$ cat src/rtl/pipesub3_pkg.sv
// Shared defaults and types for the clk_pipesub3 three-operand subtractor.
package pipesub3_pkg;

  localparam int PIPESUB3_WIDTH_DEF = 16;
  localparam int PIPESUB3_CNT_W_DEF = 16;

  typedef logic [15:0] pipesub3_word_t;

endpackage

$ cat src/rtl/subripple_n.sv
// Combinational ripple-borrow subtractor: d = a - b mod 2^WIDTH, bout = (a < b).
module subripple_n #(
  parameter int WIDTH = 16
) (
  input  logic [WIDTH-1:0] a,
  input  logic [WIDTH-1:0] b,
  output logic [WIDTH-1:0] d,
  output logic             bout
);

  logic br;

  always_comb begin
    d  = '0;
    br = 1'b0;
    for (int unsigned i = 0; i < WIDTH; i++) begin
      d[i] = a[i] ^ b[i] ^ br;
      // Borrow out of this bit: a<b here, or equal bits with a borrow coming in.
      br   = (~a[i] & b[i]) | (~(a[i] ^ b[i]) & br);
    end
    bout = br;
  end

endmodule

$ cat src/rtl/clk_pipesub3.sv
// Two-stage valid/ready pipelined subtractor c = sum - a - b, with a transfer counter.
// Optional borrow output enabled by defining CLK_PIPESUB3_BORROW_EN.
module clk_pipesub3
  import pipesub3_pkg::*;
#(
  parameter int WIDTH = PIPESUB3_WIDTH_DEF,
  parameter int CNT_W = PIPESUB3_CNT_W_DEF
) (
  input  logic             clk,
  input  logic             rst_n,
  input  logic             in_valid,
  output logic             in_ready,
  input  logic [WIDTH-1:0] sum,
  input  logic [WIDTH-1:0] a,
  input  logic [WIDTH-1:0] b,
  output logic             out_valid,
  input  logic             out_ready,
  output logic [WIDTH-1:0] c,
`ifdef CLK_PIPESUB3_BORROW_EN
  output logic             borrow,
`endif
  output logic [CNT_W-1:0] out_count
);

  logic             v1_q, v1_d, v2_q, v2_d;
  logic [WIDTH-1:0] d1_q, d1_d, b1_q, b1_d;
  logic [WIDTH-1:0] c_q, c_d, c_w;
  logic [WIDTH-1:0] d1_w;
  logic             br1_w, br2_w;
  logic [CNT_W-1:0] cnt_q, cnt_d;
  logic             adv2, in_fire, out_fire;

  subripple_n #(.WIDTH(WIDTH)) u_s1 (.a(sum),  .b(a),    .d(d1_w), .bout(br1_w));
  subripple_n #(.WIDTH(WIDTH)) u_s2 (.a(d1_q), .b(b1_q), .d(c_w),  .bout(br2_w));

  assign adv2     = v1_q && (!v2_q || out_ready);
  assign in_ready = !v1_q || adv2;
  assign in_fire  = in_valid && in_ready;
  assign out_fire = v2_q && out_ready;

  always_comb begin
    v1_d  = v1_q;
    d1_d  = d1_q;
    b1_d  = b1_q;
    v2_d  = v2_q;
    c_d   = c_q;
    cnt_d = cnt_q;
    if (in_fire) begin
      v1_d = 1'b1;
      d1_d = d1_w;
      b1_d = b;
    end else if (adv2) begin
      v1_d = 1'b0;
    end
    // S2 reloads on adv2 even when its current entry leaves in the same cycle.
    if (adv2) begin
      v2_d = 1'b1;
      c_d  = c_w;
    end else if (out_fire) begin
      v2_d = 1'b0;
    end
    if (out_fire) cnt_d = cnt_q + CNT_W'(1);
  end

  always_ff @(posedge clk or negedge rst_n) begin
    if (!rst_n) begin
      v1_q  <= 1'b0;
      d1_q  <= '0;
      b1_q  <= '0;
      v2_q  <= 1'b0;
      c_q   <= '0;
      cnt_q <= '0;
    end else begin
      v1_q  <= v1_d;
      d1_q  <= d1_d;
      b1_q  <= b1_d;
      v2_q  <= v2_d;
      c_q   <= c_d;
      cnt_q <= cnt_d;
    end
  end

`ifdef CLK_PIPESUB3_BORROW_EN
  logic br1_q, br1_d, bo_q, bo_d;

  always_comb begin
    br1_d = br1_q;
    bo_d  = bo_q;
    if (in_fire) br1_d = br1_w;
    if (adv2)    bo_d  = br1_q | br2_w;
  end

  always_ff @(posedge clk or negedge rst_n) begin
    if (!rst_n) begin
      br1_q <= 1'b0;
      bo_q  <= 1'b0;
    end else begin
      br1_q <= br1_d;
      bo_q  <= bo_d;
    end
  end

  assign borrow = bo_q;
`else
  logic unused_br;
  assign unused_br = br1_w ^ br2_w;
`endif

  assign out_valid = v2_q;
  assign c         = c_q;
  assign out_count = cnt_q;

endmodule
$ cat config.mk
export PLATFORM = sky130hd
export DESIGN_NAME = clk_pipesub3
export DESIGN_NICKNAME = d
export VERILOG_FILES = /design/src/rtl/pipesub3_pkg.sv /design/src/rtl/subripple_n.sv /design/src/rtl/clk_pipesub3.sv
export SDC_FILE = /design/constraint.sdc
export NUM_CORES = 1
export LEC_CHECK = 0
export CAP_MARGIN = 0
export CORE_MARGIN = 4
export CORE_UTILIZATION = 31
export CTS_CLUSTER_DIAMETER = 200
export CTS_CLUSTER_SIZE = 10
export DETAILED_ROUTE_END_ITERATION = 7
export PLACE_DENSITY = 0.51
export SLEW_MARGIN = 20
export SYNTH_ARGS = -nofsm -noshare
export SYNTH_HDL_FRONTEND = slang
export SYNTH_SLANG_ARGS = --single-unit
export TNS_END_PERCENT = 20
$ cat constraint.sdc
create_clock -name clk -period 10 [get_ports clk]
set_input_delay 2 -clock clk [delete_from_list [all_inputs] [get_ports clk]]
set_output_delay 2 -clock clk [all_outputs]
set_load 0.02 [all_outputs]
* Yosys cells after proc, flatten, opt, wreduce, memory -nomap -nowiden
Cells that the tools add are included.
** Word-level totals
- Input bits :: 52
- Word-level logic and storage cells :: 226
- Bits in registers :: 66
- Output and inout port bits :: 34
** Cells by class
- Bitwise operators :: 206
- Add/subtract/negate cells :: 1
- Reductions and logical operators :: 9
- Mux-type cells :: 4
** Operators with widths (count)
- $xor A1 B1 Y1 :: 62
- $and A1 B1 Y1 :: 58
- $not A1 Y1 :: 58
- $or A1 B1 Y1 :: 28
- $add A16 B1 Y16 const B :: 1
- $mux W1 :: 4
- $reduce_bool A2 Y1 :: 2
- $logic_and A1 B1 Y1 :: 3
- $logic_not A1 Y1 :: 2
- $logic_or A1 B1 Y1 :: 2

* Logic depth before layout (Yosys ltp)
Gate-level depths: netlist of the first run.
- Depth after elaboration :: 31
- Depth in mapped cells :: 21
- Mapped depth without buffers :: 21

* Cells and area by module
Synthesis of the first run repeated with hierarchy kept, for this count alone.
** Second synthesis, totals
- Cell total of the unflattened synthesis :: 267
- Area, all modules :: 3608.5 um^2
** By module, submodules not included
- clk_pipesub3 :: seq. area each 1651.6 um^2, instances 1, cells each 167, area an instance 2727.6 um^2
- subripple_n :: seq. area each 0.0 um^2, instances 2, cells each 50, area an instance 440.4 um^2

* Worst setup path before layout of the first run
No wires, ideal clock.
- Path kind :: input-to-reg
- From :: input sum[0]
- To :: register d1_q[15]
- Cell stages on the path :: 21
- Data arrival time :: 7694 ps
- Setup time :: 123 ps
- Slack :: 2182 ps
- Required time :: 9877 ps
- Buffers on the path :: 0
- Cells stage by stage :: inv_1 -> ha_1 -> inv_1 -> fa_1 -> inv_1 -> fa_1 -> fa_1 -> fa_1 -> fa_1 -> fa_1 -> fa_1 -> fa_1 -> fa_1 -> fa_1 -> fa_1 -> fa_1 -> fa_1 -> fa_1 -> xor2_1 -> xnor2_1 -> o21ai_1
** On the way
- Cells in the longest elaborated chain, start to end :: 31
** Ends and longest elaborated chain
- start: declaration :: line clk_pipesub3.sv:13 : input logic [WIDTH-1:0] sum,
- $not A1 Y1 :: line subripple_n.sv:19 : br = (~a[i] & b[i]) | (~(a[i] ^ b[i]) & br);
- $and A1 B1 Y1 (2 in a row) :: line subripple_n.sv:19
- $or A1 B1 Y1 :: line subripple_n.sv:19
- $and A1 B1 Y1 :: line subripple_n.sv:19
- $or A1 B1 Y1 :: line subripple_n.sv:19
- $and A1 B1 Y1 :: line subripple_n.sv:19
- $or A1 B1 Y1 :: line subripple_n.sv:19
- $and A1 B1 Y1 :: line subripple_n.sv:19
- (+14 left out)
- $or A1 B1 Y1 :: line subripple_n.sv:19
- $and A1 B1 Y1 :: line subripple_n.sv:19
- $or A1 B1 Y1 :: line subripple_n.sv:19
- $and A1 B1 Y1 :: line subripple_n.sv:19
- $or A1 B1 Y1 :: line subripple_n.sv:19
- $and A1 B1 Y1 :: line subripple_n.sv:19
- $or A1 B1 Y1 :: line subripple_n.sv:19
- $xor A1 B1 Y1 :: line subripple_n.sv:17 : d[i] = a[i] ^ b[i] ^ br;
- end signal: assignment :: line clk_pipesub3.sv:68 : d1_q <= '0;
- end signal: assignment :: line clk_pipesub3.sv:75 : d1_q <= d1_d;
- end: declaration :: line clk_pipesub3.sv:26 : logic [WIDTH-1:0] d1_q, d1_d, b1_q, b1_d;
Every way passes these cells.
A chain may end at the register's enable or synchronous reset.

* Final worst setup path of the first run
Same ends and word-level chain as after synthesis.

==> results of run 1 <==
-- where the power goes --
part / switching [mW] / leakage [nW] / internal (mW) / total (mW)
logic: 0.157 / 1.05 / 0.158 / 0.315
clock network: 0.103 / 0.110 / 0.141 / 0.244
registers: 0.0504 / 0.812 / 0.334 / 0.385
total: 0.310 / 1.97 / 0.634 / 0.944
-- worst max-delay path by stage --
stage,endpoint,slack [ps],cells past startpoint
floorplan,d1_q[15]$_DFFE_PN0P_,2180,21
CTS,d1_q[15]$_DFFE_PN0P_,1740,22
global placement,d1_q[15]$_DFFE_PN0P_,1450,22
global route,d1_q[15]$_DFFE_PN0P_,1470,22
detailed placement,d1_q[15]$_DFFE_PN0P_,1380,22
finish,d1_q[15]$_DFFE_PN0P_,1760,22
-- per-layer routing --
layer  vias to the layer above  track usage  share of wire
li1                       1027            -              -
met4                         0      0.04926          0.010
met5                         -            0              0
met1                       937       0.1328           0.45
met3                         2      0.03014          0.058
met2                        55       0.1703           0.48
-- area by class of cell --
class	instances	area, sq um
Tap cell	136	170.2
Clock inverter	6	91.34
Fill cell	1013	5811
Inverter	35	131.4
Sequential cell	66	1652
Multi-Input combinational cell	158	1441
Clock buffer	10	127.6
Timing Repair Buffer	86	853.3
-- cell usage in the layout (no fill, tap or decap), drive strengths merged --
cell type and instances:
clkdlybuf4s50 84, dfrtp 66, nand2 38, inv 35
o21ai 30, fa 28, mux2 19, xnor2 13
clkbuf 10, xor2 6, nand4 5, nand3 4
clkinv 4, nand2b 3, nor2 3, ha 3
nor4 2, bufinv 2, buf 2, nand3b 1
and4 1, or2 1, and2 1
-- critical path, delay by kind of cell --
kind / cells / cell delay (ps)
AOI/OAI and AO/OA: 1 / 70
adders and majority gates: 15 / 5420
xor gates and xnor gates: 2 / 300
buffers and inverters: 4 / 610
-- logic make-up after synthesis --
logic type                 count (synthesis)
muxes                                     19
AOI/OAI and AO/OA                         30
and+or+nand+nor                           59
xor gates and xnor gates                  19
buffers and inverters                     43
DFF                                       66
adders and majority gates                 31
-- state kept, by name (all words and copies together), names as in the netlist --
| signal | flops |
|---|---|
| b1_q | 16 |
| c | 16 |
| d1_q | 16 |
| out_count | 16 |
| out_valid | 1 |
| v1_q | 1 |
==> summary.md, run 1 <==
| Metric | Value |
|---|---|
| Hold Path End | out_count[15]$_DFFE_PN0P_ |
| Longest Clk Path Bufs | 2 |
| Ports | 86 |
| Hold Path Depth | 1 |
| Status | complete, no violations |
| Input/output buffers | between 80 and 90 |
| Most instantiated cells after synthesis | dfrtp_1, nand2_1, inv_1 |
| Clock transition at path regs | about 70 ps |
| Setup crit end kind | register |
| Worst hold path startpoint | out_count[15]$_DFFE_PN0P_ |
| Drt pass-1 iters | 3 |
| Die width | roughly 110 microns |
| Count of cell types in the netlist | 23 |
| Fmax | 121.4 MHz |
| Vias per cell | 4.066 |
| Critical-path cell list | clkdlybuf4s50_1, inv_1, ha_1, inv_1, fa_1, inv_1, fa_1, fa_1, fa_1, fa_1, fa_1, fa_1, fa_1, fa_1, fa_1, fa_1, fa_1, fa_1, fa_1, xor2_1, xnor2_1, o21ai_1 |
| Simple-gate share of the synthesized area | 0.09524 |
| Flops & latches, synth | 66 |
| Post-synthesis compound-gate area fraction | 0.04608 |
| Critical Path Fanout Max | 1 |
| CP startpoint | sum[0] |
| Static Leak | a little under 2 nW |
| Number of global-route vias before repair | around 2200 |
| Row cnt | 37 |
| Largest cells by area after synthesis | dfrtp_1, fa_1, mux2_1, nand2_1, inv_1 |
| Placed cells | 481 |
| Final #Nets | between 400 and 500 |
| Fraction of the mapped netlist area in adder cells | 0.1836 |
| Setup slack, reg-to-reg | approximately 3600 ps |
| Dpl cell area | about 4200 sq um |
| Slowest CP cell | clkdlybuf4s50_1 |
| Core area | approximately 10000 sq um |
| RePlAce Congestion | 0.7091 |
| Post-Syn Area | around 3300 sq um |
| Share of layout cells above drive strength 1 | 0.06371 |
| Total power | 0.9440 mW |
| XOR/XNOR Fraction of Synth Area | 0.05108 |
| Critical Path Most Common Cell | fa_1 |
| Hold Crit Class | reg -> reg |
| Slew margin rel. | 0.3869 |
| Combinational family with the most area after synthesis | adder cells |
| Largest stage delay, worst path | around 460 ps |
| Root buf cell | clkbuf_8 |
| Clock skew | ~15 ps |
| Sequential share of the synthesized area | 0.5069 |
| R2r endpoint | c[15]$_DFFE_PN0P_ |
| Die height | ~110 microns |
| Worst r2r path cells | 20 |
| # DRC | 0 |
| TritonCTS Buffers | 9 |
| Post-Place Worst Slack | around 1400 ps |
| Largest net degree at the start of global routing | 67 |
| Cell accounting for the most synthesized area | dfrtp_1 |
| Final Instance Area | about 4500 sq um |
| Max IR drop VDD | 0.08609 mV |
| Non-Filler Instances | 497 |
| Hold_ws | between 400 and 500 ps |
| CTS tree | built |
| Syn Nets | 350 |
| Hold Vio Cnt, Final | 0 |
| Cts hold-fix bufs | 0 |
| Primary FF master, synth | dfrtp_1 |
| Count leader, synth | dfrtp_1 |
| Final worst slack | ~1800 ps |
| Data required, critical path | 10180 ps |
| Postcts setup bufs | 0 |
| Routed WL | ~6 mm |
| Ant diodes | 0 |
| Number of synthesized flops with an enable pin | 0 |
| Post-Synthesis Cells | roughly 270 |
| R2r startpoint | d1_q[0]$_DFFE_PN0P_ |
| Total vias in the final route | about 2000 |
| Tmin final | roughly 8200 ps |
| Top cell type's share of synthesized area | 0.5069 |
| GRT Total Usage | 0.1063 |
| Synth warn | 0 |
| Tcrit/Tclk final | 0.8236 |
| RSZ-0062 raised after global routing | no |
| H-Tree Depth | 3 |
| Worst Max-Slew Pin Slew | between 900 and 1000 ps |
| # clock sinks | 66 |
| Number of gates resized after cts | 0 |
| Crit start category | input port |
| Final setup vio count | 0 |
| Synthesized area per cell | 12.20 sq um |
| Slew Limit Fails | 0 |
| Mux cell area share after synthesis | 0.06567 |
| Detailed Place HPWL | 4.686 mm |
| CP Class | in -> reg |
| Initial antenna violation count | 0 |
| Final Core Density | 0.4346 |
| Initial core utilization | 0.3170 |
| Initial DRC Count | 61 |
| First-pass GRT wire length | a little over 10 mm |
| FFs w/ async S/R, synth | 1.000 |
| Die area | between 10000 and 15000 sq um |
| Drt wl/cell | about 12 microns |
| Pwr/cell area | about 210 nW/um^2 |
| P&R area growth vs syn | 37.10% |
| Routed Antenna Nets | 0 |
| Clk_lat worst skew | about 330 ps |
| GRT Residual Overflow | 0 |
| CP arrival | approximately 8400 ps |
| Fin Setup TNS | 0 ps |
| # Max-Cap Violations | 0 |
(Power assumes the default switching activity.)
==> run 2: changes to the inputs <==
==> constraint.sdc (replaced) <==
create_clock -name clk -period 7.95 [get_ports clk]
set_input_delay 1.59 -clock clk [delete_from_list [all_inputs] [get_ports clk]]
set_output_delay 1.59 -clock clk [all_outputs]
set_load 0.02 [all_outputs]
==> summary.md, run 2 (same netlist as run 1, synthesis figures left out) <==
| Metric | Value |
|---|---|
| # clock sinks | 66 (unchanged) |
| Hold Crit Class | reg -> reg (unchanged) |
| CP Class | in -> reg (unchanged) |
| Detailed Place HPWL | 4.750 mm (was 4.686 mm) |
| Critical-path cell list | clkdlybuf4s50_1, inv_1, ha_1, inv_1, fa_1, inv_1, fa_1, fa_1, fa_2, fa_1, fa_1, fa_1, fa_1, fa_2, fa_1, fa_1, fa_2, fa_1, fa_1, xor2_1, xnor2_1, o21ai_1 (was clkdlybuf4s50_1, inv_1, ha_1, inv_1, fa_1, inv_1, fa_1, fa_1, fa_1, fa_1, fa_1, fa_1, fa_1, fa_1, fa_1, fa_1, fa_1, fa_1, fa_1, xor2_1, xnor2_1, o21ai_1) |
| Largest net degree at the start of global routing | 67 (unchanged) |
| Tcrit/Tclk final | 0.9689 |
| Routed met1 length | 2.697 mm (was 2.749 mm) |
| Routed Antenna Nets | 0 (unchanged) |
| Worst Max-Slew Pin Slew | 916.2 ps (was 916.4 ps) |
| Die height | 110.5 microns (unchanged) |
| Fillers | 1034 (was 1013) |
| Cts hold-fix bufs | 0 (unchanged) |
| Drt wl/cell | 12.48 microns (was 12.27 microns) |
| Commonest cells after routing, fill and taps aside | clkdlybuf4s50_1, dfrtp_1, nand2_1 (unchanged) |
| Multi-input logic area | 1449 sq um (was 1441 sq um) |
| Switching portion of total power | 0.3294 (was 0.3285) |
| GRT Residual Overflow | 0 (unchanged) |
| Placed cells | 481 (unchanged) |
| Hold Vio Cnt, Final | 0 (unchanged) |
| Core area | 10280 sq um (unchanged) |
| Status | complete, no violations (unchanged) |
| Vias per cell | 4.135 (was 4.066) |
| Share of layout cells above drive strength 1 | 0.07202 (was 0.06371) |
| Clock skew | 13.02 ps (was 15.04 ps) |
| NetSw | 0.3921 mW (was 0.3101 mW) |
| P&R area growth vs syn | 37.33% (was 37.10%) |
| Static Leak | 1.965 nW (was 1.967 nW) |
| Initial DRC Count | 73 (was 61) |
| Dpl cell area | 4248 sq um (unchanged) |
| Setup slack, reg-to-reg | 1530 ps (was 3590 ps) |
| Die area | 12210 sq um (unchanged) |
| P_int | 0.7983 mW (was 0.6339 mW) |
| Slew margin rel. | 0.3870 (was 0.3869) |
| Final Instance Area | 4474 sq um (was 4467 sq um) |
| Slowest CP cell | clkdlybuf4s50_1 (unchanged) |
| RSZ-0062 raised after global routing | no (unchanged) |
| Post-Place Worst Slack | -269.2 ps (was 1378 ps) |
| Final #Nets | 439 (unchanged) |
| Total vias in the final route | 2055 (was 2021) |
| RePlAce Congestion | 0.7090 (was 0.7091) |
| Slew Limit Fails | 0 (unchanged) |
| CP endpoint | d1_q[15]$_DFFE_PN0P_ (unchanged) |
| Setup crit end kind | register (unchanged) |
| Row cnt | 37 (unchanged) |
| Drt pass-1 iters | 4 (was 3) |
| TritonCTS Buffers | 9 (unchanged) |
| Uppermost layer routed | met4 (unchanged) |
| DR WL met3 | 383 microns (was 356 microns) |
| Non-Filler Instances | 497 (unchanged) |
| Ant diodes | 0 (unchanged) |
| CP bufs+invs | 4 (unchanged) |
| Fin Setup TNS | 0 ps (unchanged) |
| Total power | 1.190 mW (was 0.9440 mW) |
| Register area | 1652 sq um (unchanged) |
| Worst r2r path cells | 20 (unchanged) |
| Family with the most delay on the worst path | adder cells (unchanged) |
| Fmax | roughly 130 MHz |
| Clk_lat worst skew | 330 ps (about the same) |
| Data required, critical path | 8140 ps (was 10180 ps) |
| Met2 wire length | 3.022 mm (was 2.928 mm) |
| Cell count along the critical path | 22 (unchanged) |
| Ports | 86 (unchanged) |
| R2r endpoint | c[15]$_DFFE_PN0P_ (unchanged) |
| CTS tree | built (unchanged) |
| Largest stage delay, worst path | 460 ps (about the same) |
| Sequential power share | 0.407 (about the same) |
| GRT Total Usage | 0.1074 (was 0.1063) |
| R2r startpoint | d1_q[0]$_DFFE_PN0P_ (unchanged) |
| CP arrival | 7890 ps (was 8410 ps) |
| Initial antenna violation count | 0 (unchanged) |
| Crit start category | input port (unchanged) |
| Critical Path Fanout Max | 1 (unchanged) |
| Longest Clk Path Bufs | 2 (unchanged) |
| Number of global-route vias before repair | 2192 (was 2178) |
| Clock network power share | 0.258 (about the same) |
| Final setup vio count | 0 (unchanged) |
| Root buf cell | clkbuf_8 (unchanged) |
| Max IR drop VDD | 0.1066 mV (was 0.08609 mV) |
| Final worst slack | 246.9 ps (was 1764 ps) |
| Input/output buffers | 85 (unchanged) |
| Tmin final | slightly below 8000 ps |
| Initial core utilization | 0.3170 (unchanged) |
| Combinational share of power | 0.335 (was 0.334) |
| Final Core Density | 0.4354 (was 0.4346) |
| H-Tree Depth | 3 (unchanged) |
| Critical Path Most Common Cell | fa_1 (unchanged) |
| Routed WL | 6.203 mm (was 6.096 mm) |
| Clock transition at path regs | 80 ps (was 70 ps) |
| Most common cell after layout, fill and taps aside | clkdlybuf4s50_1 (unchanged) |
| Hold_ws | 477.6 ps (was 477.1 ps) |
| # DRC | 0 (unchanged) |
| CP startpoint | sum[0] (unchanged) |
| Die width | 110.5 microns (unchanged) |
| Pwr/cell area | 266.1 nW/um^2 (was 211.3 nW/um^2) |
| First-pass GRT wire length | 10.45 mm (was 10.32 mm) |
| # Max-Cap Violations | 0 (unchanged) |
-- run 2: timing repair --
action                                  4_1_cts  5_1_grt
endpoints found under the setup margin        0        1
resized for setup                             0        3
buffers inserted                              0        0
-- run 2: final cells by class --
type / count / area share
multi-input cells: 158 / 0.3238
inverters: 35 / 0.02936
repair buffers: 86 / 0.1907
well taps: 136 / 0.03803
clock buffers: 10 / 0.02852
flip-flops and latches: 66 / 0.3691
clock inverters: 6 / 0.02041
-- run 2: worst min path at each step --
stage                         startpoint  cells after the start  slack, ps                         to
6_report       out_count[15]$_DFFE_PN0P_                      1        480  out_count[15]$_DFFE_PN0P_
3_5_place_dp            c[6]$_DFFE_PN0P_                      2        470           c[6]$_DFFE_PN0P_
2_1_floorplan        d1_q[0]$_DFFE_PN0P_                      2        450        d1_q[0]$_DFFE_PN0P_
3_3_place_gp            v1_q$_DFFE_PN0P_                      1        460      out_valid$_DFFE_PN0P_
4_1_cts        out_count[15]$_DFFE_PN0P_                      1        480  out_count[15]$_DFFE_PN0P_
5_1_grt        out_count[15]$_DFFE_PN0P_                      1        490  out_count[15]$_DFFE_PN0P_
-- run 2: power groups by stage --
stage / Clock, mW / Combinational (mW) / Sequential, mW
after CTS: 0.319 / 0.410 / 0.488
final: 0.307 / 0.399 / 0.485
after global placement: 0 / 0.403 / 0.492
after global routing: 0.338 / 0.448 / 0.499
after detailed placement: 0 / 0.408 / 0.495
after floorplan: 0 / 0.152 / 0.548
-- run 2: worst register-to-register path, stage by stage, from the launching register on --
cell and delay (ps):
dfrtp_1 380, inv_1 60, ha_1 180, inv_1 60
fa_1 150, inv_1 50, fa_1 370, fa_1 380
fa_1 400, fa_1 400, fa_1 420, fa_1 400
fa_1 400, fa_1 400, fa_1 390, fa_1 390
fa_1 380, fa_1 390, fa_1 400, xnor2_1 190
o21ai_1 80
-- run 2: layer usage --
layer / vias up / track usage
met2: 59 / 0.1707
li1: 1022 / -
met1: 967 / 0.1342
met5: - / 0
met3: 7 / 0.03123
met4: 0 / 0.05172
